==> src/rtl/unit3_issue_queue_pkg.sv <==
// Shared encodings and types for the unit3 issue queue.
package unit3_issue_queue_pkg;

    localparam logic [5:0] OPE_NOP  = 6'b000000;
    localparam logic [5:0] OPE_ADDI = 6'b001000;
    localparam logic [5:0] OPE_ADD  = 6'b001100;
    localparam logic [5:0] OPE_SUB  = 6'b010100;
    localparam logic [5:0] OPE_LUI  = 6'b110000;

    localparam logic [3:0] CTRL_NONE = 4'b0000;
    localparam logic [3:0] CTRL_FADD = 4'b0011;

    localparam int unsigned TAG_ZERO = 0;

    typedef struct packed {
        logic [5:0]  ope;
        logic [3:0]  ctrl;
        logic [15:0] imm;
    } op_t;

endpackage

==> src/rtl/unit3_issue_queue_iq_operand.sv <==
// One operand slot: compares its producer tag against both result buses and captures the value.
module unit3_issue_queue_iq_operand
    import unit3_issue_queue_pkg::*;
#(
    parameter int unsigned TAG_W = 6
) (
    input  logic [TAG_W-1:0] tag,
    input  logic             rdy,
    input  logic [31:0]      val,
    input  logic [TAG_W-1:0] alu_addr,
    input  logic [31:0]      alu_dd_val,
    input  logic [TAG_W-1:0] fpu_addr,
    input  logic [31:0]      fpu_dd_val,
    output logic             woke_rdy,
    output logic [31:0]      woke_val
);

    always_comb begin
        woke_rdy = rdy;
        woke_val = val;
        if (!rdy) begin
            // The zero register is always available with the value supplied at decode.
            if (tag == TAG_W'(TAG_ZERO)) begin
                woke_rdy = 1'b1;
            end else if (alu_addr != TAG_W'(TAG_ZERO) && alu_addr == tag) begin
                woke_rdy = 1'b1;
                woke_val = alu_dd_val;
            end else if (fpu_addr != TAG_W'(TAG_ZERO) && fpu_addr == tag) begin
                woke_rdy = 1'b1;
                woke_val = fpu_dd_val;
            end
        end
    end

endmodule

==> src/rtl/unit3_issue_queue.sv <==
// Collapsing reservation station in front of unit3: captures late operands from the ALU/FPU
// result buses and issues the oldest fully-ready op each cycle.
module unit3_issue_queue
    import unit3_issue_queue_pkg::*;
#(
    parameter int unsigned DEPTH = 4,
    parameter int unsigned TAG_W = 6,
    localparam int unsigned CNT_W = $clog2(DEPTH + 1)
) (
    input  logic             clk,
    input  logic             rstn,
    input  logic             flush,
    input  logic             in_valid,
    output logic             in_ready,
    input  logic [5:0]       in_ope,
    input  logic [3:0]       in_ctrl,
    input  logic [TAG_W-1:0] in_dd,
    input  logic [15:0]      in_imm,
    input  logic [31:0]      in_ds_val,
    input  logic [31:0]      in_dt_val,
    input  logic [TAG_W-1:0] in_ds_tag,
    input  logic [TAG_W-1:0] in_dt_tag,
    input  logic             in_ds_rdy,
    input  logic             in_dt_rdy,
    input  logic [TAG_W-1:0] alu_addr,
    input  logic [TAG_W-1:0] fpu_addr,
    input  logic [31:0]      alu_dd_val,
    input  logic [31:0]      fpu_dd_val,
    input  logic [6:0]       unit_busy,
    output logic [5:0]       iss_ope,
    output logic [3:0]       iss_ctrl,
    output logic [TAG_W-1:0] iss_dd,
    output logic [15:0]      iss_imm,
    output logic [31:0]      iss_ds_val,
    output logic [31:0]      iss_dt_val,
    output logic [CNT_W-1:0] count
);

    localparam int unsigned IDX_W = $clog2(DEPTH);

    typedef struct packed {
        logic             valid;
        op_t              op;
        logic [TAG_W-1:0] dd;
        logic [31:0]      ds_val;
        logic [TAG_W-1:0] ds_tag;
        logic             ds_rdy;
        logic [31:0]      dt_val;
        logic [TAG_W-1:0] dt_tag;
        logic             dt_rdy;
    } entry_t;

    entry_t           ent_q [DEPTH];
    entry_t           ent_d [DEPTH];
    entry_t           woke  [DEPTH+1];
    entry_t           ins_ent;
    logic [CNT_W-1:0] count_q, count_d, ins_idx;
    logic [IDX_W-1:0] sel;
    logic             any_rdy, issue, accept;
    logic             ds_w_rdy [DEPTH];
    logic             dt_w_rdy [DEPTH];
    logic [31:0]      ds_w_val [DEPTH];
    logic [31:0]      dt_w_val [DEPTH];
    logic             ins_ds_rdy, ins_dt_rdy;
    logic [31:0]      ins_ds_val, ins_dt_val;

    for (genvar i = 0; i < DEPTH; i++) begin : g_slot
        unit3_issue_queue_iq_operand #(.TAG_W(TAG_W)) u_ds (
            .tag(ent_q[i].ds_tag), .rdy(ent_q[i].ds_rdy), .val(ent_q[i].ds_val),
            .alu_addr(alu_addr), .alu_dd_val(alu_dd_val),
            .fpu_addr(fpu_addr), .fpu_dd_val(fpu_dd_val),
            .woke_rdy(ds_w_rdy[i]), .woke_val(ds_w_val[i])
        );
        unit3_issue_queue_iq_operand #(.TAG_W(TAG_W)) u_dt (
            .tag(ent_q[i].dt_tag), .rdy(ent_q[i].dt_rdy), .val(ent_q[i].dt_val),
            .alu_addr(alu_addr), .alu_dd_val(alu_dd_val),
            .fpu_addr(fpu_addr), .fpu_dd_val(fpu_dd_val),
            .woke_rdy(dt_w_rdy[i]), .woke_val(dt_w_val[i])
        );
    end

    // Insert bypass so a broadcast in the insert cycle is not missed.
    unit3_issue_queue_iq_operand #(.TAG_W(TAG_W)) u_ins_ds (
        .tag(in_ds_tag), .rdy(in_ds_rdy), .val(in_ds_val),
        .alu_addr(alu_addr), .alu_dd_val(alu_dd_val),
        .fpu_addr(fpu_addr), .fpu_dd_val(fpu_dd_val),
        .woke_rdy(ins_ds_rdy), .woke_val(ins_ds_val)
    );
    unit3_issue_queue_iq_operand #(.TAG_W(TAG_W)) u_ins_dt (
        .tag(in_dt_tag), .rdy(in_dt_rdy), .val(in_dt_val),
        .alu_addr(alu_addr), .alu_dd_val(alu_dd_val),
        .fpu_addr(fpu_addr), .fpu_dd_val(fpu_dd_val),
        .woke_rdy(ins_dt_rdy), .woke_val(ins_dt_val)
    );

    always_comb begin
        for (int i = 0; i < DEPTH; i++) begin
            woke[i]        = ent_q[i];
            woke[i].ds_rdy = ds_w_rdy[i];
            woke[i].ds_val = ds_w_val[i];
            woke[i].dt_rdy = dt_w_rdy[i];
            woke[i].dt_val = dt_w_val[i];
        end
        // Empty slot shifted into the top entry on issue.
        woke[DEPTH] = '0;
    end

    always_comb begin
        ins_ent         = '0;
        ins_ent.valid   = 1'b1;
        ins_ent.op.ope  = in_ope;
        ins_ent.op.ctrl = in_ctrl;
        ins_ent.op.imm  = in_imm;
        ins_ent.dd      = in_dd;
        ins_ent.ds_tag  = in_ds_tag;
        ins_ent.ds_rdy  = ins_ds_rdy;
        ins_ent.ds_val  = ins_ds_val;
        ins_ent.dt_tag  = in_dt_tag;
        ins_ent.dt_rdy  = ins_dt_rdy;
        ins_ent.dt_val  = ins_dt_val;
    end

    always_comb begin
        any_rdy = 1'b0;
        sel     = '0;
        for (int i = int'(DEPTH) - 1; i >= 0; i--) begin
            if (ent_q[i].valid && ent_q[i].ds_rdy && ent_q[i].dt_rdy) begin
                any_rdy = 1'b1;
                sel     = IDX_W'(i);
            end
        end
    end

    assign in_ready = count_q < CNT_W'(DEPTH);
    assign issue    = any_rdy && (unit_busy == '0) && !flush;
    assign accept   = in_valid && in_ready && !flush;
    assign ins_idx  = count_q - CNT_W'(issue);
    assign count_d  = flush ? '0 : count_q + CNT_W'(accept) - CNT_W'(issue);
    assign count    = count_q;

    always_comb begin
        for (int i = 0; i < DEPTH; i++) begin
            if (issue && IDX_W'(i) >= sel) begin
                ent_d[i] = woke[i+1];
            end else begin
                ent_d[i] = woke[i];
            end
            if (accept && CNT_W'(i) == ins_idx) begin
                ent_d[i] = ins_ent;
            end
            if (flush) begin
                ent_d[i].valid = 1'b0;
            end
        end
    end

    always_ff @(posedge clk or negedge rstn) begin
        if (!rstn) begin
            for (int i = 0; i < DEPTH; i++) begin
                ent_q[i] <= '0;
            end
            count_q    <= '0;
            iss_ope    <= OPE_NOP;
            iss_ctrl   <= CTRL_NONE;
            iss_dd     <= '0;
            iss_imm    <= '0;
            iss_ds_val <= '0;
            iss_dt_val <= '0;
        end else begin
            for (int i = 0; i < DEPTH; i++) begin
                ent_q[i] <= ent_d[i];
            end
            count_q <= count_d;
            if (issue) begin
                iss_ope    <= ent_q[sel].op.ope;
                iss_ctrl   <= ent_q[sel].op.ctrl;
                iss_dd     <= ent_q[sel].dd;
                iss_imm    <= ent_q[sel].op.imm;
                iss_ds_val <= ent_q[sel].ds_val;
                iss_dt_val <= ent_q[sel].dt_val;
            end else begin
                iss_ope  <= OPE_NOP;
                iss_ctrl <= CTRL_NONE;
            end
        end
    end

endmodule

==> config.mk <==
export PLATFORM = sky130hd
export DESIGN_NAME = unit3_issue_queue
export DESIGN_NICKNAME = d
export VERILOG_FILES = /design/src/rtl/unit3_issue_queue_pkg.sv /design/src/rtl/unit3_issue_queue_iq_operand.sv /design/src/rtl/unit3_issue_queue.sv
export SDC_FILE = /design/constraint.sdc
export NUM_CORES = 2
export LEC_CHECK = 0
export BUFFER_PORTS_ARGS = -buffer_cell sky130_fd_sc_hd__buf_2
export CAP_MARGIN = 20
export CORE_ASPECT_RATIO = 0.5
export CORE_MARGIN = 5
export CORE_UTILIZATION = 40
export DETAILED_ROUTE_END_ITERATION = 6
export GPL_TIMING_DRIVEN = 0
export PLACE_DENSITY = 0.57
export SYNTH_ARGS = -nofsm -noshare
export SYNTH_HDL_FRONTEND = slang
export SYNTH_HIERARCHICAL = 1
export SYNTH_SLANG_ARGS = --single-unit
==> constraint.sdc <==
create_clock -name clk -period 7.42 [get_ports clk]
set_input_delay 0.371 -clock clk [delete_from_list [all_inputs] [get_ports clk]]
set_output_delay 0.371 -clock clk [all_outputs]
set_load 0.05 [all_outputs]
**After elaboration in Yosys (flattened, before gate mapping)**

Cells that the tools add are included.

- Register bits after elaboration: 543
- Output and inout port bits: 100
- Input port bits: 197
- Logic and storage cells: 261

- Muxes and demuxes: 106
- Add/sub/neg operators: 3
- Reductions and logical operators: 67
- Eq/ne operators: 27
- Bitwise gates (word level): 1
- $lt $le $gt $ge: 6

Operator list:

| operator | count |
|---|---|
| 2-to-1 mux 32 bit | 40 |
| 2-to-1 mux 111 bit | 8 |
| binary-select mux 111 bit (select 2 bit) | 1 |
| 2-to-1 mux 110 bit | 2 |
| equality test 6 bit | 20 |
| zero test 6 bit | 10 |
| 2-to-1 mux 1 bit | 48 |
| logical AND 1 bit | 40 |
| nonzero test 3 bit | 4 |
| nonzero test 6 bit | 2 |
| 2-to-1 mux 2 bit | 4 |
| nonzero test 2 bit | 4 |
| nonzero test 4 bit | 2 |
| zero test 7 bit | 1 |
| equality test 2 x 3 -> 1 bit (first input constant) | 2 |
| 2-to-1 mux 6 bit | 1 |
| != test 3 x 1 -> 1 bit (second input constant) | 2 |
| != test 3 bit (second input constant) | 2 |
| AND reduction 3 bit | 2 |
| subtractor 3 x 1 -> 3 bit | 2 |
| >= comparator 1 x 2 -> 1 bit (first input constant) | 2 |
| >= comparator 2 bit (first input constant) | 2 |
| 2-to-1 mux 4 bit | 1 |
| adder 3 x 1 -> 3 bit | 1 |
| 7 further kinds | 7 |

**Longest topological paths before layout**

- Depth after elaboration: 13
- Mapped depth: 18
- Depth with buffers taken out: 11

**By module**

The synthesis kept the hierarchy.

Modules (own cells, without submodules):

| module | seq. area each (um^2) | area an instance (um^2) | instances | cells each |
|---|---|---|---|---|
| unit3_issue_queue | 13,588.0 | 25,194.2 | 1 | 2,463 |
| unit3_issue_queue_iq_operand | 0.0 | 1,517.7 | 10 | 171 |

**Worst setup path after synthesis**

OpenSTA, ideal clock, no wires.

- Kind: register to register
- Start: register ent_q[150] (netlist bit)
- End: register ent_q[229] (netlist bit)
- Stages on the path, launching flop included: 18
- Setup slack: 4.215 ns
- Period minus slack after synthesis: 3.205 ns
- Buffers on the path: 6
- Required time: 7.337 ns
- Setup time: 0.083 ns
- Arrival time: 3.122 ns
- Cells stage by stage: dfrtp_1 nand3_1 nand2_1 o21ai_2 buf_6 inv_2 buf_4 buf_2 ha_1 ha_1 or4b_4 nor2_2 and2_2 buf_6 buf_8 buf_6 nand2_1 o21ai_0

RTL lines:

| element | RTL line | text |
|---|---|---|
| from (decl) | unit3_issue_queue.sv:53 | `entry_t ent_q [DEPTH];` |
| from (signal, indexed assignment) | unit3_issue_queue.sv:171 | `ent_q[i] <= ent_d[i];` |

==> results list <==
- Run status: finished clean
- In this run, post-CTS repair resized a total of 0 instances.
- Worst hold path type: in2reg
- Net count after synthesis: 4375
* Cells taking the most area after synthesis: sky130_fd_sc_hd__dfrtp_1, sky130_fd_sc_hd__a221oi_2, sky130_fd_sc_hd__nor3_2
- Most used DFF post-synth: sky130_fd_sc_hd__dfrtp_1
* Sinks on the clock net: 543
- The analysis attributes to cell leakage a power of 0.02340 uW.
- Summing internal, switching and leakage power gives 11370 uW.
* Capturing point of the worst reg2reg path: ent_q[349]$_DFF_PN0_
- The die covers 107800 sq um.
- In this run the most critical hold path is launched from in_ope[1].
- The region available for standard cell placement spans 100100 sq um.
- 297 I/O pins were placed.
- List of most frequent post-synthesis cells: sky130_fd_sc_hd__inv_1, sky130_fd_sc_hd__dfrtp_1, sky130_fd_sc_hd__nor3_2
* Post-detail-place hpwl: 126500 microns
* Slew HR: 16.47%
* Max frequency: 165.6 MHz
- The number of cells on the worst reg-to-reg path is 16.
- Synth cell types: 54
- Summed over all failing endpoints, the final setup total negative slack is 0 ns.
* Yosys synthesis warning count: 6
- The final layout contains 4773 nets.
* Reported max-cap violation count: 0
* Mapped Cells: 4173
- Worst Hold Path EP: ent_q[438]$_DFFE_PN0P_
* Setup Crit Path Kind: reg2reg
* Cell with the most instances after synthesis: sky130_fd_sc_hd__inv_1
- Setup slack of the worst register-to-register path: 1.38 ns
* Clock latency on the worst-skew pair: 0.66 ns
- Overall fraction of global-route tracks in use: 31.20%
* Count of final max-slew check failures: 0
- The post-route netlist has 30.80% of its cells at a drive strength greater than 1.
* Final weighted congestion in routability-driven placement: 0.9724
- Die extent in x: 459.3 microns
- At the end of the flow the core is filled with cells to 45.85%.
- Of all nets on the critical path, the largest fanout is 11.
- In this run the mean area of a mapped cell was 9.674 sq um.
- Overflow after GRT: 0
- Launch instance of the worst register-to-register path: ent_q[150]$_DFF_PN0_
- Using the TritonRoute via totals, the vias-per-cell ratio works out to 6.062.
- Global-route met1 utilization: 42.51%
* Post-CTS setup buffers: 0
* Startpoint class of the critical path: flip-flop
- Pin count of the biggest net entering global routing: 109
- Global routing used 7.704% of the available met3 tracks.
* Share of the synthesized area in the top cell type: 33.66%
- Share of flip-flops with an asynchronous set or reset: 100.0%
* Aggregate routed wire length: 174300 microns
* Num CTS Buffers: 57
- STA puts the critical path data required time at 7.98 ns.
* Minimum clock period: 6.039 ns
* Slew @ Worst Pin: 1.248 ns
- Number of DRC violations after detailed-routing iteration 0: 4176
* Worst-case vdd ir drop: 215.3 uV
- Via count of the first global-routing pass: 35820
- Global routing consumed, on the met2 layer, 46.89% of the routing resources.
- Sequential share of the synthesized area: 33.66%
- Via total after detailed routing: 36130
* Initial core utilization: 40.32%
- TritonCTS built the clock tree.
* Worst endpoint data arrival time: 6.60 ns
- The worst hold path was traced through 3 stages.
* P&R area growth vs syn: 13.72%
* Remaining antenna violation count after routing: 0
- Mapped Area: 40370 sq um
- Sort of element at the end of the critical path: flip-flop
- Root Buffer: sky130_fd_sc_hd__clkbuf_16
* Clock-pin slew on the worst setup and hold paths: 0.07 ns
- The first detailed-routing pass took 6 iterations.
* RSZ-0062 raised after global routing: false
* Count of flip-flops with a built-in enable after synthesis: 0
- For this design the ratio of total power to cell area is 247.7 nW/um^2.
* Largest clock skew in the final design: 0.01850 ns
- First-pass GRT wire length: 251000 microns
* Setup-violating endpoint count in the final report: 0
- H-tree depth reported by CTS: 2
- Final worst path period share: 81.39%
- The floorplan has 82 rows.
- From bottom edge to top edge, the die measures 234.6 microns.
* Mean routed wirelength per cell: 29.25 microns
- GR peak layer: met2
* Number of hold buffers added after CTS: 29
- Yosys top cell by area: sky130_fd_sc_hd__dfrtp_1
* Final hold vios: 0
* PortBufs: 295
- In this run the deepest clock path goes through 3 buffers.
- Yosys reg bits: 543
* Total DRC errors in the routed layout: 0
- The initial antenna violation count came to 7.
-- power by group --
group | internal, uW | switching [uW] | total (uW)
clock network | 1580 | 1350 | 2930
logic | 1870 | 2010 | 3880
registers | 3780 | 777 | 4560
total | 7230 | 4140 | 11400
-- worst max-delay path by stage --
stage	slack [ns]	startpoint	endpoint	depth (start not counted)
floorplan	4.21	ent_q[150]$_DFF_PN0_	ent_q[229]$_DFF_PN0_	17
finish	1.38	ent_q[150]$_DFF_PN0_	ent_q[349]$_DFF_PN0_	16
global placement	-6.24	rstn	iss_ds_val[13]$_DFFE_PN0P_	1
detailed placement	1.69	ent_q[150]$_DFF_PN0_	ent_q[349]$_DFF_PN0_	16
global route	1.36	ent_q[150]$_DFF_PN0_	ent_q[353]$_DFF_PN0_	16
CTS	1.65	ent_q[150]$_DFF_PN0_	ent_q[349]$_DFF_PN0_	16
-- cell families after synthesis --
| kind of cell | count (synthesis) | synth area share (%) |
|---|---|---|
| buf+inv | 876 | 10.79 |
| fa+ha+maj | 5 | 0.1736 |
| xor+xnor | 122 | 3.669 |
| flops | 543 | 33.66 |
| mux | 350 | 8.678 |
| compound gates | 1031 | 21.81 |
| simple gates | 1246 | 21.22 |
-- layer usage --
metal | part of all wire (%) | wire, microns
met5 | 0 | 0
met4 | 5.0 | 8786
met3 | 9.6 | 16660
met2 | 43 | 75770
met1 | 42 | 73080
-- cell usage in the layout, fill, tap and decap left out, types with 9 or more instances in the layout --
cell type,count
sky130_fd_sc_hd__dlygate4sd3_1,29
sky130_fd_sc_hd__xor2_1,61
sky130_fd_sc_hd__buf_8,9
sky130_fd_sc_hd__a22o_1,110
sky130_fd_sc_hd__dfrtp_1,543
sky130_fd_sc_hd__clkbuf_8,14
sky130_fd_sc_hd__nor4_4,10
sky130_fd_sc_hd__clkbuf_1,122
sky130_fd_sc_hd__o221ai_1,63
sky130_fd_sc_hd__o21ai_0,317
sky130_fd_sc_hd__buf_2,357
sky130_fd_sc_hd__buf_6,115
sky130_fd_sc_hd__nand4b_4,10
sky130_fd_sc_hd__and2b_1,10
sky130_fd_sc_hd__a211oi_1,10
sky130_fd_sc_hd__nor4b_4,10
sky130_fd_sc_hd__nor2b_2,40
sky130_fd_sc_hd__buf_4,33
sky130_fd_sc_hd__a221oi_2,270
sky130_fd_sc_hd__inv_1,546
sky130_fd_sc_hd__and4b_1,10
sky130_fd_sc_hd__nor4_2,20
sky130_fd_sc_hd__o21ai_1,56
sky130_fd_sc_hd__xnor2_4,10
sky130_fd_sc_hd__a21oi_1,159
sky130_fd_sc_hd__a221oi_1,25
sky130_fd_sc_hd__nand3_1,40
sky130_fd_sc_hd__xnor2_1,21
sky130_fd_sc_hd__nand4_4,10
sky130_fd_sc_hd__xnor2_2,30
sky130_fd_sc_hd__nand2_1,344
sky130_fd_sc_hd__nor3_2,371
sky130_fd_sc_hd__nor3_1,113
sky130_fd_sc_hd__clkbuf_16,57
sky130_fd_sc_hd__nor2_1,231
sky130_fd_sc_hd__nor2_4,11
sky130_fd_sc_hd__mux2i_1,350
sky130_fd_sc_hd__a211oi_4,10
-- state kept, by name, indices dropped and copies added, names as in the netlist --
signal	count
iss_ctrl	4
iss_imm	16
ent_q	444
iss_dd	6
iss_dt_val	32
iss_ds_val	32
iss_ope	6
count	3
-- final cells by class --
type | count | area [sq um]
fillers | 9596 | 54220
multi-input cells | 2754 | 22430
flip-flops and latches | 543 | 13590
repair buffers | 339 | 2069
plain buffers | 329 | 2302
clock inverters | 13 | 103.9
inverters | 547 | 2053
diodes | 4 | 10.01
clock buffers | 86 | 1675
well taps | 1344 | 1682
-- critical path, cell delays in order (launching register included) --
cell and delay, ns:
sky130_fd_sc_hd__dfrtp_1 0.50, sky130_fd_sc_hd__nand3_1 0.60, sky130_fd_sc_hd__nand2_1 0.48, sky130_fd_sc_hd__o21ai_2 0.50
sky130_fd_sc_hd__buf_6 0.33, sky130_fd_sc_hd__inv_2 0.08, sky130_fd_sc_hd__buf_4 0.22, sky130_fd_sc_hd__buf_2 0.29
sky130_fd_sc_hd__ha_1 0.25, sky130_fd_sc_hd__ha_1 0.20, sky130_fd_sc_hd__nor4b_2 0.29, sky130_fd_sc_hd__and3_1 0.34
sky130_fd_sc_hd__buf_2 0.50, sky130_fd_sc_hd__buf_2 0.66, sky130_fd_sc_hd__buf_2 0.46, sky130_fd_sc_hd__nand2_1 0.10
sky130_fd_sc_hd__o21ai_0 0.10
-- stage by stage --
stage	hold WS (ns)	setup slack (ns)	cells	area [sq um]
global route	0.04680	1.363	5957	45910
CTS	0.01162	1.650	5952	45860
detailed placement	0.4177	1.686	5824	43790
floorplan	0.07541	4.215	4173	40370
global placement	0.4620	-6.240	5812	43530
finish	0.03460	1.381	5959	45910
(Power assumes the default switching activity.)
